### src/rtl/uart_rx_pkg.sv
// Shared types and constants for the uart_rx receiver: FSM states,
// minimum oversampling rate and parity-type encodings.
package uart_rx_pkg;

  typedef enum logic [2:0] {IDLE, START, DATA, PARITY, STOP} state_t;

  localparam logic [5:0] PRESCALE_MIN = 6'd8;
  localparam logic       EVEN         = 1'b0;
  localparam logic       ODD          = 1'b1;

  // Rates below the minimum leave no room for three centred samples.
  function automatic logic [5:0] clamp_prescale(input logic [5:0] p);
    return (p < PRESCALE_MIN) ? PRESCALE_MIN : p;
  endfunction

endpackage

### src/rtl/uart_rx_sampler.sv
// Per-bit timing for uart_rx: edge and bit counters plus a 2-of-3 majority
// vote taken around the middle of each bit.
module uart_rx_sampler
  import uart_rx_pkg::*;
#(
  parameter int BCW = 4
) (
  input  logic           clk,
  input  logic           rst,
  input  logic           run,
  input  logic [5:0]     prescale,
  input  logic           rx,
  output logic           sample_bit,
  output logic           bit_resolved,
  output logic           bit_end,
  output logic [BCW-1:0] bit_cnt
);

  logic [5:0] edge_cnt;
  logic [5:0] mid;
  logic       s_early;
  logic       s_mid;

  assign mid          = {1'b0, prescale[5:1]};
  assign sample_bit   = (s_early & s_mid) | (s_early & rx) | (s_mid & rx);
  assign bit_resolved = run && (edge_cnt == mid + 6'd1);
  assign bit_end      = run && (edge_cnt == prescale - 6'd1);

  // Counters idle at zero whenever the receiver is not inside a frame.
  always_ff @(posedge clk or posedge rst) begin
    if (rst) begin
      edge_cnt <= '0;
      bit_cnt  <= '0;
    end else if (!run) begin
      edge_cnt <= '0;
      bit_cnt  <= '0;
    end else if (bit_end) begin
      edge_cnt <= '0;
      bit_cnt  <= bit_cnt + 1'b1;
    end else begin
      edge_cnt <= edge_cnt + 6'd1;
    end
  end

  always_ff @(posedge clk or posedge rst) begin
    if (rst) begin
      s_early <= 1'b1;
      s_mid   <= 1'b1;
    end else begin
      if (edge_cnt == mid - 6'd1) s_early <= rx;
      if (edge_cnt == mid)        s_mid   <= rx;
    end
  end

endmodule

### src/rtl/uart_rx.sv
// UART receiver: synchronizer, framing FSM, shift register and parity check.
// Define UART_RX_ERR_FLAGS_EN to add the PAR_ERR / STP_ERR pulse outputs.
module uart_rx
  import uart_rx_pkg::*;
#(
  parameter int W = 8
) (
  input  logic         CLK,
  input  logic         RST,
  input  logic [5:0]   PRESCALE,
  input  logic         PER_EN,
  input  logic         PAR_TYP,
  input  logic         RX_IN,
  output logic         DATA_VALID,
  output logic [W-1:0] P_DATA
`ifdef UART_RX_ERR_FLAGS_EN
  ,
  output logic         PAR_ERR,
  output logic         STP_ERR
`endif
);

  localparam int BCW = $clog2(W + 3);

  state_t         state;
  state_t         next_state;
  logic           rx_meta;
  logic           rx_sync;
  logic           rx_prev;
  logic [5:0]     prescale_q;
  logic           per_en_q;
  logic           par_typ_q;
  logic [W-1:0]   shift_reg;
  logic           par_err;
  logic           sample_bit;
  logic           bit_resolved;
  logic           bit_end;
  logic [BCW-1:0] bit_cnt;
  logic           start_det;
  logic           shift_en;
  logic           par_chk;
  logic           frame_done;
  logic           good_frame;
  logic           expected_par;

  assign start_det  = (state == IDLE) && rx_prev && !rx_sync;
  assign good_frame = frame_done && sample_bit && !par_err;

  always_ff @(posedge CLK or posedge RST) begin
    if (RST) begin
      rx_meta <= 1'b1;
      rx_sync <= 1'b1;
      rx_prev <= 1'b1;
    end else begin
      rx_meta <= RX_IN;
      rx_sync <= rx_meta;
      rx_prev <= rx_sync;
    end
  end

  uart_rx_sampler #(.BCW(BCW)) sampler (
    .clk          (CLK),
    .rst          (RST),
    .run          (state != IDLE),
    .prescale     (prescale_q),
    .rx           (rx_sync),
    .sample_bit   (sample_bit),
    .bit_resolved (bit_resolved),
    .bit_end      (bit_end),
    .bit_cnt      (bit_cnt)
  );

  always_ff @(posedge CLK or posedge RST) begin
    if (RST) state <= IDLE;
    else     state <= next_state;
  end

  // The bit counter counts the start bit as bit 0, so data bits are 1..W.
  always_comb begin
    next_state = state;
    shift_en   = 1'b0;
    par_chk    = 1'b0;
    frame_done = 1'b0;
    unique case (state)
      IDLE: if (start_det) next_state = START;
      START: begin
        if (bit_resolved && sample_bit) next_state = IDLE;
        else if (bit_end)               next_state = DATA;
      end
      DATA: begin
        shift_en = bit_resolved;
        if (bit_end && (bit_cnt == BCW'(W))) next_state = per_en_q ? PARITY : STOP;
      end
      PARITY: begin
        par_chk = bit_resolved;
        if (bit_end) next_state = STOP;
      end
      STOP: begin
        if (bit_resolved) begin
          frame_done = 1'b1;
          next_state = IDLE;
        end
      end
      default: next_state = IDLE;
    endcase
  end

  always_comb begin
    expected_par = 1'b0;
    unique case (par_typ_q)
      EVEN: expected_par = ^shift_reg;
      ODD:  expected_par = ~^shift_reg;
      default: expected_par = 1'b0;
    endcase
  end

  // Frame settings are captured at the start edge so mid-frame input changes are ignored.
  always_ff @(posedge CLK or posedge RST) begin
    if (RST) begin
      prescale_q <= PRESCALE_MIN;
      per_en_q   <= 1'b0;
      par_typ_q  <= EVEN;
      shift_reg  <= '0;
      par_err    <= 1'b0;
      DATA_VALID <= 1'b0;
      P_DATA     <= '0;
    end else begin
      if (start_det) begin
        prescale_q <= clamp_prescale(PRESCALE);
        per_en_q   <= PER_EN;
        par_typ_q  <= PAR_TYP;
        par_err    <= 1'b0;
      end
      if (shift_en) shift_reg <= {sample_bit, shift_reg[W-1:1]};
      if (par_chk)  par_err   <= (sample_bit != expected_par);
      DATA_VALID <= good_frame;
      if (good_frame) P_DATA <= shift_reg;
    end
  end

`ifdef UART_RX_ERR_FLAGS_EN
  always_ff @(posedge CLK or posedge RST) begin
    if (RST) begin
      PAR_ERR <= 1'b0;
      STP_ERR <= 1'b0;
    end else begin
      PAR_ERR <= frame_done && par_err;
      STP_ERR <= frame_done && !sample_bit;
    end
  end
`endif

endmodule

### config.mk
export PLATFORM = sky130hd
export DESIGN_NAME = uart_rx
export DESIGN_NICKNAME = d
export VERILOG_FILES = /design/src/rtl/uart_rx_pkg.sv /design/src/rtl/uart_rx_sampler.sv /design/src/rtl/uart_rx.sv
export SDC_FILE = /design/constraint.sdc
export NUM_CORES = 1
export LEC_CHECK = 0
export ABC_AREA = 1
export CAP_MARGIN = 20
export CORE_AREA = 2 2 95 97
export CTS_BUF_LIST = sky130_fd_sc_hd__clkbuf_4 sky130_fd_sc_hd__clkbuf_8
export DETAILED_ROUTE_END_ITERATION = 8
export DIE_AREA = 0 0 97 99
export SLEW_MARGIN = 5
export SYNTH_ARGS = -nofsm -noshare
export SYNTH_HDL_FRONTEND = slang
export SYNTH_SLANG_ARGS = --single-unit
### constraint.sdc
create_clock -name CLK -period 1.95 [get_ports CLK]
set_input_delay 0.585 -clock CLK [delete_from_list [all_inputs] [get_ports CLK]]
set_output_delay 0.585 -clock CLK [all_outputs]
set_load 0.005 [all_outputs]
======== Word-level counts from Yosys, hierarchy flattened ========
Cells that the tools add are included.
word-level totals
  register bits ........................... 44
  bits of input ports ..................... 11
  output and inout port bits .............. 9
operators by class
  add/subtract/negate cells ............... 5
  magnitude comparators ................... 1
  equal/unequal tests ..................... 16
  muxes and demuxes ....................... 20
  bitwise gates (word level) .............. 6
  reductions and logical operators ........ 16
operators by type and width
  cell                   number
  $mux W3                7
  $eq A6 B6 Y1           3
  $mux W6                3
  $pmux W3 S5            1
  $ne A2 B2 Y1 const B   5
  $logic_and A1 B1 Y1    8
  $mux W4                2
  $reduce_xnor A8 Y1     1
  $reduce_xor A8 Y1      1
  $add A5 B1 Y6 const B  1
  $add A6 B1 Y6 const B  1
  $eq A3 B2 Y1 const B   2
  $eq A6 B5 Y1           1
  $lt A6 B4 Y1 const B   1
  $mux W1                6
  $sub A5 B1 Y6 const B  1
  $sub A6 B1 Y6 const B  1
  $reduce_and A5 Y1      1
  $add A4 B1 Y4 const B  1
  $eq A4 B4 Y1 const B   1
  $and A1 B1 Y1          3
  $eq A3 B1 Y1 const B   1
  $eq A3 B3 Y1 const B   1
  $logic_not A3 Y1       1
  8 further kinds        10

======== Depth between registers and ports, before layout ========
Gate-level depths: netlist of run 1.
  word-level depth ........................ 7
  gate-level depth with buffers ........... 14
  depth with buffers taken out ............ 14

======== Cells and area by module ========
From an unflattened synthesis of run 1, not the netlist that was laid out.
unflattened totals
  cells, all modules ...................... 354
  area, all modules ....................... 2672.6 um2
by module, submodules not included
  module           instances  cells each  area each (um2)
  uart_rx          1          184         1566.5
  uart_rx_sampler  1          170         1106.1

======== Least setup slack after synthesis of run 1 ========
OpenSTA, ideal clock, no wires.
  kind .................................... register to register
  start ................................... register prescale_q[1]
  end ..................................... register P_DATA[1]
  setup time .............................. 117 ps
  data arrival time ....................... 1774 ps
  required time ........................... 1833 ps
  slack ................................... 59 ps
  cell stages (with the launch flop) ...... 13
  path buffers ............................ 1
  clock period less this slack ............ 1891 ps
  cell sequence ........................... dfrtp_1 inv_1 ha_1 xor2_1 nor2_1 nand2_1 nor2b_4 nand2_2 clkinv_2 nand4_4 buf_6 nand2_2 o21ai_2
on the way
  cells in the longest elaborated chain, start to end .. 7
RTL lines
  item                               RTL line               source
  start, declared                    uart_rx.sv:30          logic [5:0] prescale_q;
  start signal, assigned             uart_rx.sv:129         prescale_q <= clamp_prescale(PRESCALE);
  $add A5 B1 Y6                      uart_rx_sampler.sv:26  assign bit_resolved = run && (edge_cnt == mid + 6'd1);
  $eq A6 B6 Y1                       uart_rx_sampler.sv:26
  $logic_and A1 B1 Y1                uart_rx_sampler.sv:26
  $mux W1                            uart_rx.sv:99          if (bit_resolved) begin
  $mux W1                            uart_rx.sv:84          unique case (state)
  $logic_and A1 B1 Y1 (2 in series)  uart_rx.sv:47          assign good_frame = frame_done && sample_bit && !par_err;
  end signal, assigned               uart_rx.sv:137         if (good_frame) P_DATA <= shift_reg;
  end, declared                      uart_rx.sv:15          output logic [W-1:0] P_DATA
Every way passes these cells.
A chain may end at the register's enable or synchronous reset.

======== Worst setup path after layout of run 1 ========
  start ................................... register prescale_q[1]
  end ..................................... register P_DATA[5]
Same word-level chain as after synthesis.

==> results of run 1 <==
==> power by group through the flow <==
stage / Clock, mW / Sequential, mW / Combinational [mW]
final: 0.725 / 1.35 / 2.08
after detailed placement: 0 / 1.36 / 1.89
after global routing: 0.785 / 1.39 / 2.36
after global placement: 0 / 1.35 / 1.85
after CTS: 0.747 / 1.34 / 1.90
after floorplan: 0 / 1.30 / 1.38
==> worst max path at each step <==
stage / depth (start not counted) / end / start
after global placement: 11 / P_DATA[5] / prescale_q[1]
after CTS: 11 / shift_reg[1] / prescale_q[1]
after global routing: 15 / state[1] / prescale_q[1]
after floorplan: 12 / P_DATA[1] / prescale_q[1]
final: 12 / P_DATA[5] / prescale_q[1]
after detailed placement: 11 / P_DATA[5] / prescale_q[1]
==> timing repair <==
item                                    4_1_cts  5_1_grt
endpoints found under the setup margin       24       30
gates resized for setup                       1       18
pin swaps                                     0        8
buffers inserted                              2        2
==> per-stage QoR <==
stage          setup slack, ns  power [mW]  hold WS (ns)
2_1_floorplan           0.0589        2.68         0.345
3_3_place_gp           -0.0420        3.20         0.348
3_5_place_dp            -0.103        3.25         0.351
4_1_cts                0.00937        3.99         0.364
5_1_grt                -0.0773        4.53         0.369
6_report                0.0576        4.16         0.363
==> cells by family (layout without fill, tap and decap cells) <==
kind of cell    Yosys count  in the layout  share of synthesized area
compound gates           39             39                     0.0918
xor+xnor                 20             20                     0.0699
fa+ha+maj                 8              8                     0.0389
buf+inv                  43             85                     0.0753
flops                    44             44                      0.442
simple gates            154            154                      0.282
==> cell type report <==
class / count / area [sq um] / area share
repair buffers: 39 / 365 / 0.116
flip-flops and latches: 44 / 1110 / 0.352
inverters: 38 / 148 / 0.0468
clock buffers: 5 / 68.8 / 0.0218
clock inverters: 3 / 46.3 / 0.0147
multi-input cells: 221 / 1280 / 0.406
well taps: 108 / 135 / 0.0429
==> layer usage <==
| layer | up-vias | share of wire | track usage | routed length [microns] |
|---|---|---|---|---|
| met1 | 953 | 0.49 | 0.146 | 2490 |
| li1 | 1063 | - | - | - |
| met3 | 7 | 0.023 | 0.0234 | 119 |
| met5 | - | 0 | 0 | 0 |
| met2 | 27 | 0.48 | 0.182 | 2440 |
| met4 | 0 | 0.015 | 0.0325 | 76 |
==> placed cells by master, fill, tap and decap left out, types with 5 or more instances in the layout <==
| master | synthesis | layout |
|---|---|---|
| nand2_2 | 5 | 8 |
| dfstp_2 | 6 | 6 |
| o21ai_0 | 17 | 17 |
| clkbuf_8 | 0 | 5 |
| nand4_1 | 7 | 7 |
| clkdlybuf4s50_1 | 0 | 19 |
| buf_4 | 0 | 18 |
| xnor2_1 | 9 | 9 |
| nand2_1 | 86 | 82 |
| ha_1 | 7 | 5 |
| nor2_1 | 18 | 17 |
| o21ai_2 | 7 | 7 |
| nand3_1 | 25 | 23 |
| inv_1 | 35 | 31 |
| dfrtp_1 | 38 | 38 |
| o21ai_1 | 7 | 7 |
| xor2_1 | 11 | 9 |
==> worst reg2reg max path, cell delays in order (launching register included) <==
cell and delay, ns:
dfrtp_1 0.40, inv_2 0.11, ha_4 0.22, xor2_2 0.18
nor2_1 0.13, nand2_2 0.10, nor2b_4 0.11, nand2_2 0.09
inv_4 0.09, nand4_4 0.09, buf_12 0.17, nand2_1 0.07
o21ai_2 0.05
==> results.yml, run 1 <==
sta:
  maxSlewViolCount: 0
  min_period_ns: 1.89
  fmax_mhz: 528
  worst_pin_slew_ns: 0.383
  hold_violations: 0
  setup_viol: 0
  finalClockSkew_ns: 0.00435
  rsz0062_at_grt: "true"
  fin_crit_sh: 0.970
  final.setup.tns_ns: 0
  relSlewSlack: 0.744
placed_design:
  placedInstanceArea_sq_um: 2920
  hpwl_mm: 3.84
  port_buffers: 19
  place.gp.congestion: 0.838
  dp.cells: 446
setup_path:
  path_common_cell: "nand2_2"
  slowest_delay_ns: 0.40
  cp-end-kind: "register"
  crit_family: "simple AND/OR/NAND/NOR gates"
  crit_chain: "inv_2 > ha_4 > xor2_2 > nor2_1 > nand2_2 > nor2b_4 > nand2_2 > inv_4 > nand4_4 > buf_12 > nand2_1 > o21ai_2"
  worstPathRequired_ns: 2.15
  critPathKind: "register to register"
  rr_worst_depth: 12
  path_max_fanout: 12
  cpMaxStageDelayCell: "dfrtp_1"
  rrSetupSlack_ns: 0.06
  r2r-end: "P_DATA[5]"
  arrival_ns: 2.09
  cp-start-kind: "register"
  r2r-start: "prescale_q[1]"
  path_buf_inv: 3
global_routing:
  grt.total_usage: 0.110
  grt_max_degree: 45
  grt_pass1_wl_mm: 8.66
  antenna_found_initial: 0
  grt-ovfl-total: 0
  grt_pass1_vias: 1884
clock_network:
  cts_max_level: 2
  cts_hold_buf: 0
  clk_latency_ns: 0.30
  cts_root_buffer: "clkbuf_8"
  clk_path_buf_depth: 2
  cts_tree: "done"
  cts_buffers: 5
  clkTransAtPathRegs_ns: 0.09
  cts.sinks: 44
pwr:
  p_int_mw: 2.42
  p_clk_frac: 0.174
  vdd_drop_max_mv: 0.707
  power_leakage_nw: 1.43
  powerDensity_nw_per_um2: 1320
  seqPwrFrac: 0.325
  switching_share: 0.419
  p_sw_mw: 1.74
  p_comb_frac: 0.500
routing:
  ant_nets: 0
  drt-initial-drc-count: 76
  vias: 2050
  viasPerCell: 4.48
  wl_per_cell_microns: 11.2
  dr.pass1.iters: 4
  drcViolationCount: 0
  drt_wl_total_mm: 5.12
yosys:
  async_flop_share: 1.00
  yosys_most_used_dff: "dfrtp_1"
  ys_types: 31
  seq_area_frac_synth: 0.442
  synth_nets: 326
  ys_top_cells_by_area: "dfrtp_1, nand2_1, dfstp_2"
  syn_area_sq_um: 2510
  synth_top_area_share: 0.379
  avgSynthCellArea_sq_um: 8.14
  synthTopCellsByCount: "nand2_1, dfrtp_1, inv_1, nand3_1, nor2_1"
  post-synth-top-area-cell: "dfrtp_1"
  syn_inst: 308
  synth-edff-count: 0
  ys_ff_latch: 44
  synth_most_common_cell: "nand2_1"
  yosys_warnings: 0
floorplan:
  die_w_microns: 97
  ioPinCount: 20
  start_util: 0.293
  fp.dieH_microns: 99
  num_rows: 34
  coreArea_sq_um: 8550
  die-area_sq_um: 9600
worst_hold_path:
  worst_hold_path.endpoint: "rx_sync"
  min-delay-start: "rx_meta"
  hold_depth: 0
  hold_class: "register to register"
layout:
  fin_nets: 367
  final_area_sq_um: 3150
  drive_gt1_frac: 0.209
  layout.cells.non_filler: 458
  fin_util: 0.369
  num_antenna_cells: 0
  area_delta_synth_final_pct: 25.7
  num-fill-cells: 865
status:
  status: "finished clean"
job:
  maxCapViolCount: 0
Power figures use the tool's default switching activity.
==> run 2, diff against run 1 <==
--- a/config.mk
+++ b/config.mk
@@ -7,11 +7,13 @@
 export LEC_CHECK = 0
 export ABC_AREA = 1
 export CAP_MARGIN = 20
-export CORE_AREA = 2 2 95 97
+export CORE_AREA = 3 3 96 98
 export CTS_BUF_LIST = sky130_fd_sc_hd__clkbuf_4 sky130_fd_sc_hd__clkbuf_8
 export DETAILED_ROUTE_END_ITERATION = 8
-export DIE_AREA = 0 0 97 99
+export DIE_AREA = 0 0 99 101
+export SKIP_LAST_GASP = 1
 export SLEW_MARGIN = 5
 export SYNTH_ARGS = -nofsm -noshare
 export SYNTH_HDL_FRONTEND = slang
 export SYNTH_SLANG_ARGS = --single-unit
+export TNS_END_PERCENT = 20
==> run 2 against run 1 <==
Clock power increased by 0.6%. Via count decreased by 0.59%. Register-to-register slack about the same. Count of clock-buffer cells in the layout unchanged. Critical path depth unchanged. Sequential cell count unchanged. Die area increased by 4.1%. Hold slack got worse by 0.0025 ns. Critical path type unchanged. Largest cell class unchanged.
==> results.yml, run 2 (same netlist as run 1, synthesis figures left out) <==
status:
  status: "finished clean"
setup_path:
  rrSetupSlack_ns: 0.04
  arrival_ns: 2.11
  cpMaxStageDelayCell: "dfrtp_1"
  path_buf_inv: 3
  worstPathRequired_ns: 2.15
  path_max_fanout: 8
  crit_family: "simple AND/OR/NAND/NOR gates"
  crit_chain: "inv_2 > ha_4 > xor2_2 > nor2_1 > nand2_1 > nor2b_4 > nand2_4 > inv_4 > nand4_4 > buf_12 > nand2_2 > o21ai_2"
  slowest_delay_ns: 0.41
  cp-end-kind: "register"
  cp-start-kind: "register"
  critPathKind: "register to register"
placed_design:
  place.gp.congestion: 0.930
  placedInstanceArea_sq_um: 2890
  port_buffers: 19
  dp.cells: 442
  hpwl_mm: 3.91
sta:
  relSlewSlack: 0.744
  maxSlewViolCount: 0
  final.setup.tns_ns: 0
  min_period_ns: 1.91
  setup_viol: 0
  finalClockSkew_ns: 0.00802
  rsz0062_at_grt: "true"
  hold_violations: 0
  fin_crit_sh: 0.977
  worst_pin_slew_ns: 0.382
  fmax_mhz: 525
pwr:
  p_sw_mw: 1.74
  seqPwrFrac: 0.327
  power_leakage_nw: 1.43
  vdd_drop_max_mv: 0.646
  switching_share: 0.421
  p_int_mw: 2.39
  p_comb_frac: 0.496
  p_clk_frac: 0.177
  powerDensity_nw_per_um2: 1300
floorplan:
  fp.dieH_microns: 101
  ioPinCount: 20
  start_util: 0.293
  die_w_microns: 99
  num_rows: 34
  coreArea_sq_um: 8550
  die-area_sq_um: 10000
routing:
  drcViolationCount: 0
  drt-initial-drc-count: 92
  drt_wl_total_mm: 5.17
  ant_nets: 0
  dr.pass1.iters: 4
  viasPerCell: 4.49
  vias: 2038
  wl_per_cell_microns: 11.4
clock_network:
  clkTransAtPathRegs_ns: 0.09
  cts_root_buffer: "clkbuf_8"
  cts_tree: "done"
  clk_latency_ns: 0.30
  cts_max_level: 2
  clk_path_buf_depth: 2
  cts_buffers: 5
  cts.sinks: 44
layout:
  multiInputGateArea_sq_um: 1320
  final_cell_mix: "nand2_1, dfrtp_1, inv_1"
  drive_gt1_frac: 0.208
  fin_util: 0.372
  num-fill-cells: 858
  fin_nets: 363
  final_area_sq_um: 3180
  area_delta_synth_final_pct: 26.8
  layout.cells.non_filler: 454
  num_antenna_cells: 0
  final_common_cell: "nand2_1"
  final-seq-area_sq_um: 1110
worst_hold_path:
  hold_class: "register to register"
global_routing:
  grt_pass1_wl_mm: 9.27
  grt_pass1_vias: 2068
  antenna_found_initial: 0
  grt-ovfl-total: 0
  grt.total_usage: 0.113
  grt_max_degree: 45
job:
  maxCapViolCount: 0
==> run 2: cell count changes in the layout (fill, tap and decap cells not counted), moves of 2 or more <==
cell     change
nand2_1      -5
nand3_1      +2
buf_4        -5
nand2_4      +5
nand3_2      -2
==> run 2: stage by stage <==
step / power [mW] / hold WS (ns) / setup slack, ns
2_1_floorplan: 2.68 / 0.345 / 0.0589
3_3_place_gp: 3.14 / 0.348 / -0.0255
3_5_place_dp: 3.19 / 0.349 / -0.0714
4_1_cts: 3.94 / 0.363 / -0.0397
5_1_grt: 4.52 / 0.369 / -0.0861
6_report: 4.12 / 0.361 / 0.0441
==> run 2: layout make-up <==
cell class | instances | area share
repair buffers | 35 | 0.111
clock inverters | 3 | 0.0146
flip-flops and latches | 44 | 0.349
multi-input cells | 221 | 0.415
clock buffers | 5 | 0.0216
inverters | 38 | 0.0464
well taps | 108 | 0.0425
==> run 2: final timing paths <==
check / start / end / cells past startpoint
worst min-delay path: rx_meta / rx_sync / 0
worst max register to register: prescale_q[2] / P_DATA[4] / 12
worst min register to register: rx_meta / rx_sync / 0
max in group asynchronous: RST / prescale_q[3] / 3
min in group asynchronous: RST / state[2] / 3
worst max-delay path: prescale_q[2] / P_DATA[4] / 12
==> run 2: power groups by stage <==
stage               Clock (mW)  Combinational (mW)  Sequential (mW)
finish                   0.729                2.04             1.35
global route             0.789                2.34             1.39
CTS                      0.759                1.84             1.34
detailed placement           0                1.83             1.36
global placement             0                1.79             1.35
floorplan                    0                1.38             1.30
==> run 2: repair_timing <==
action | 4_1_cts | 5_1_grt
hold endpoints to repair | 0 | 0
endpoints found under the setup margin | 14 | 30
buffers inserted | 1 | 2
gates cloned | 0 | 1
gates resized for setup | 0 | 28
pin swaps | 0 | 5
hold buffers | 0 | 0
==> run 2: per-layer routing <==
metal  GRT usage  wire, microns  vias to the layer above  part of all wire
li1            -              -                     1056                 -
met1       0.140           2420                      952              0.47
met2       0.199           2540                       24              0.49
met3      0.0249            144                        6             0.028
met4      0.0284             68                        0             0.013
met5           0              0                        -                 0
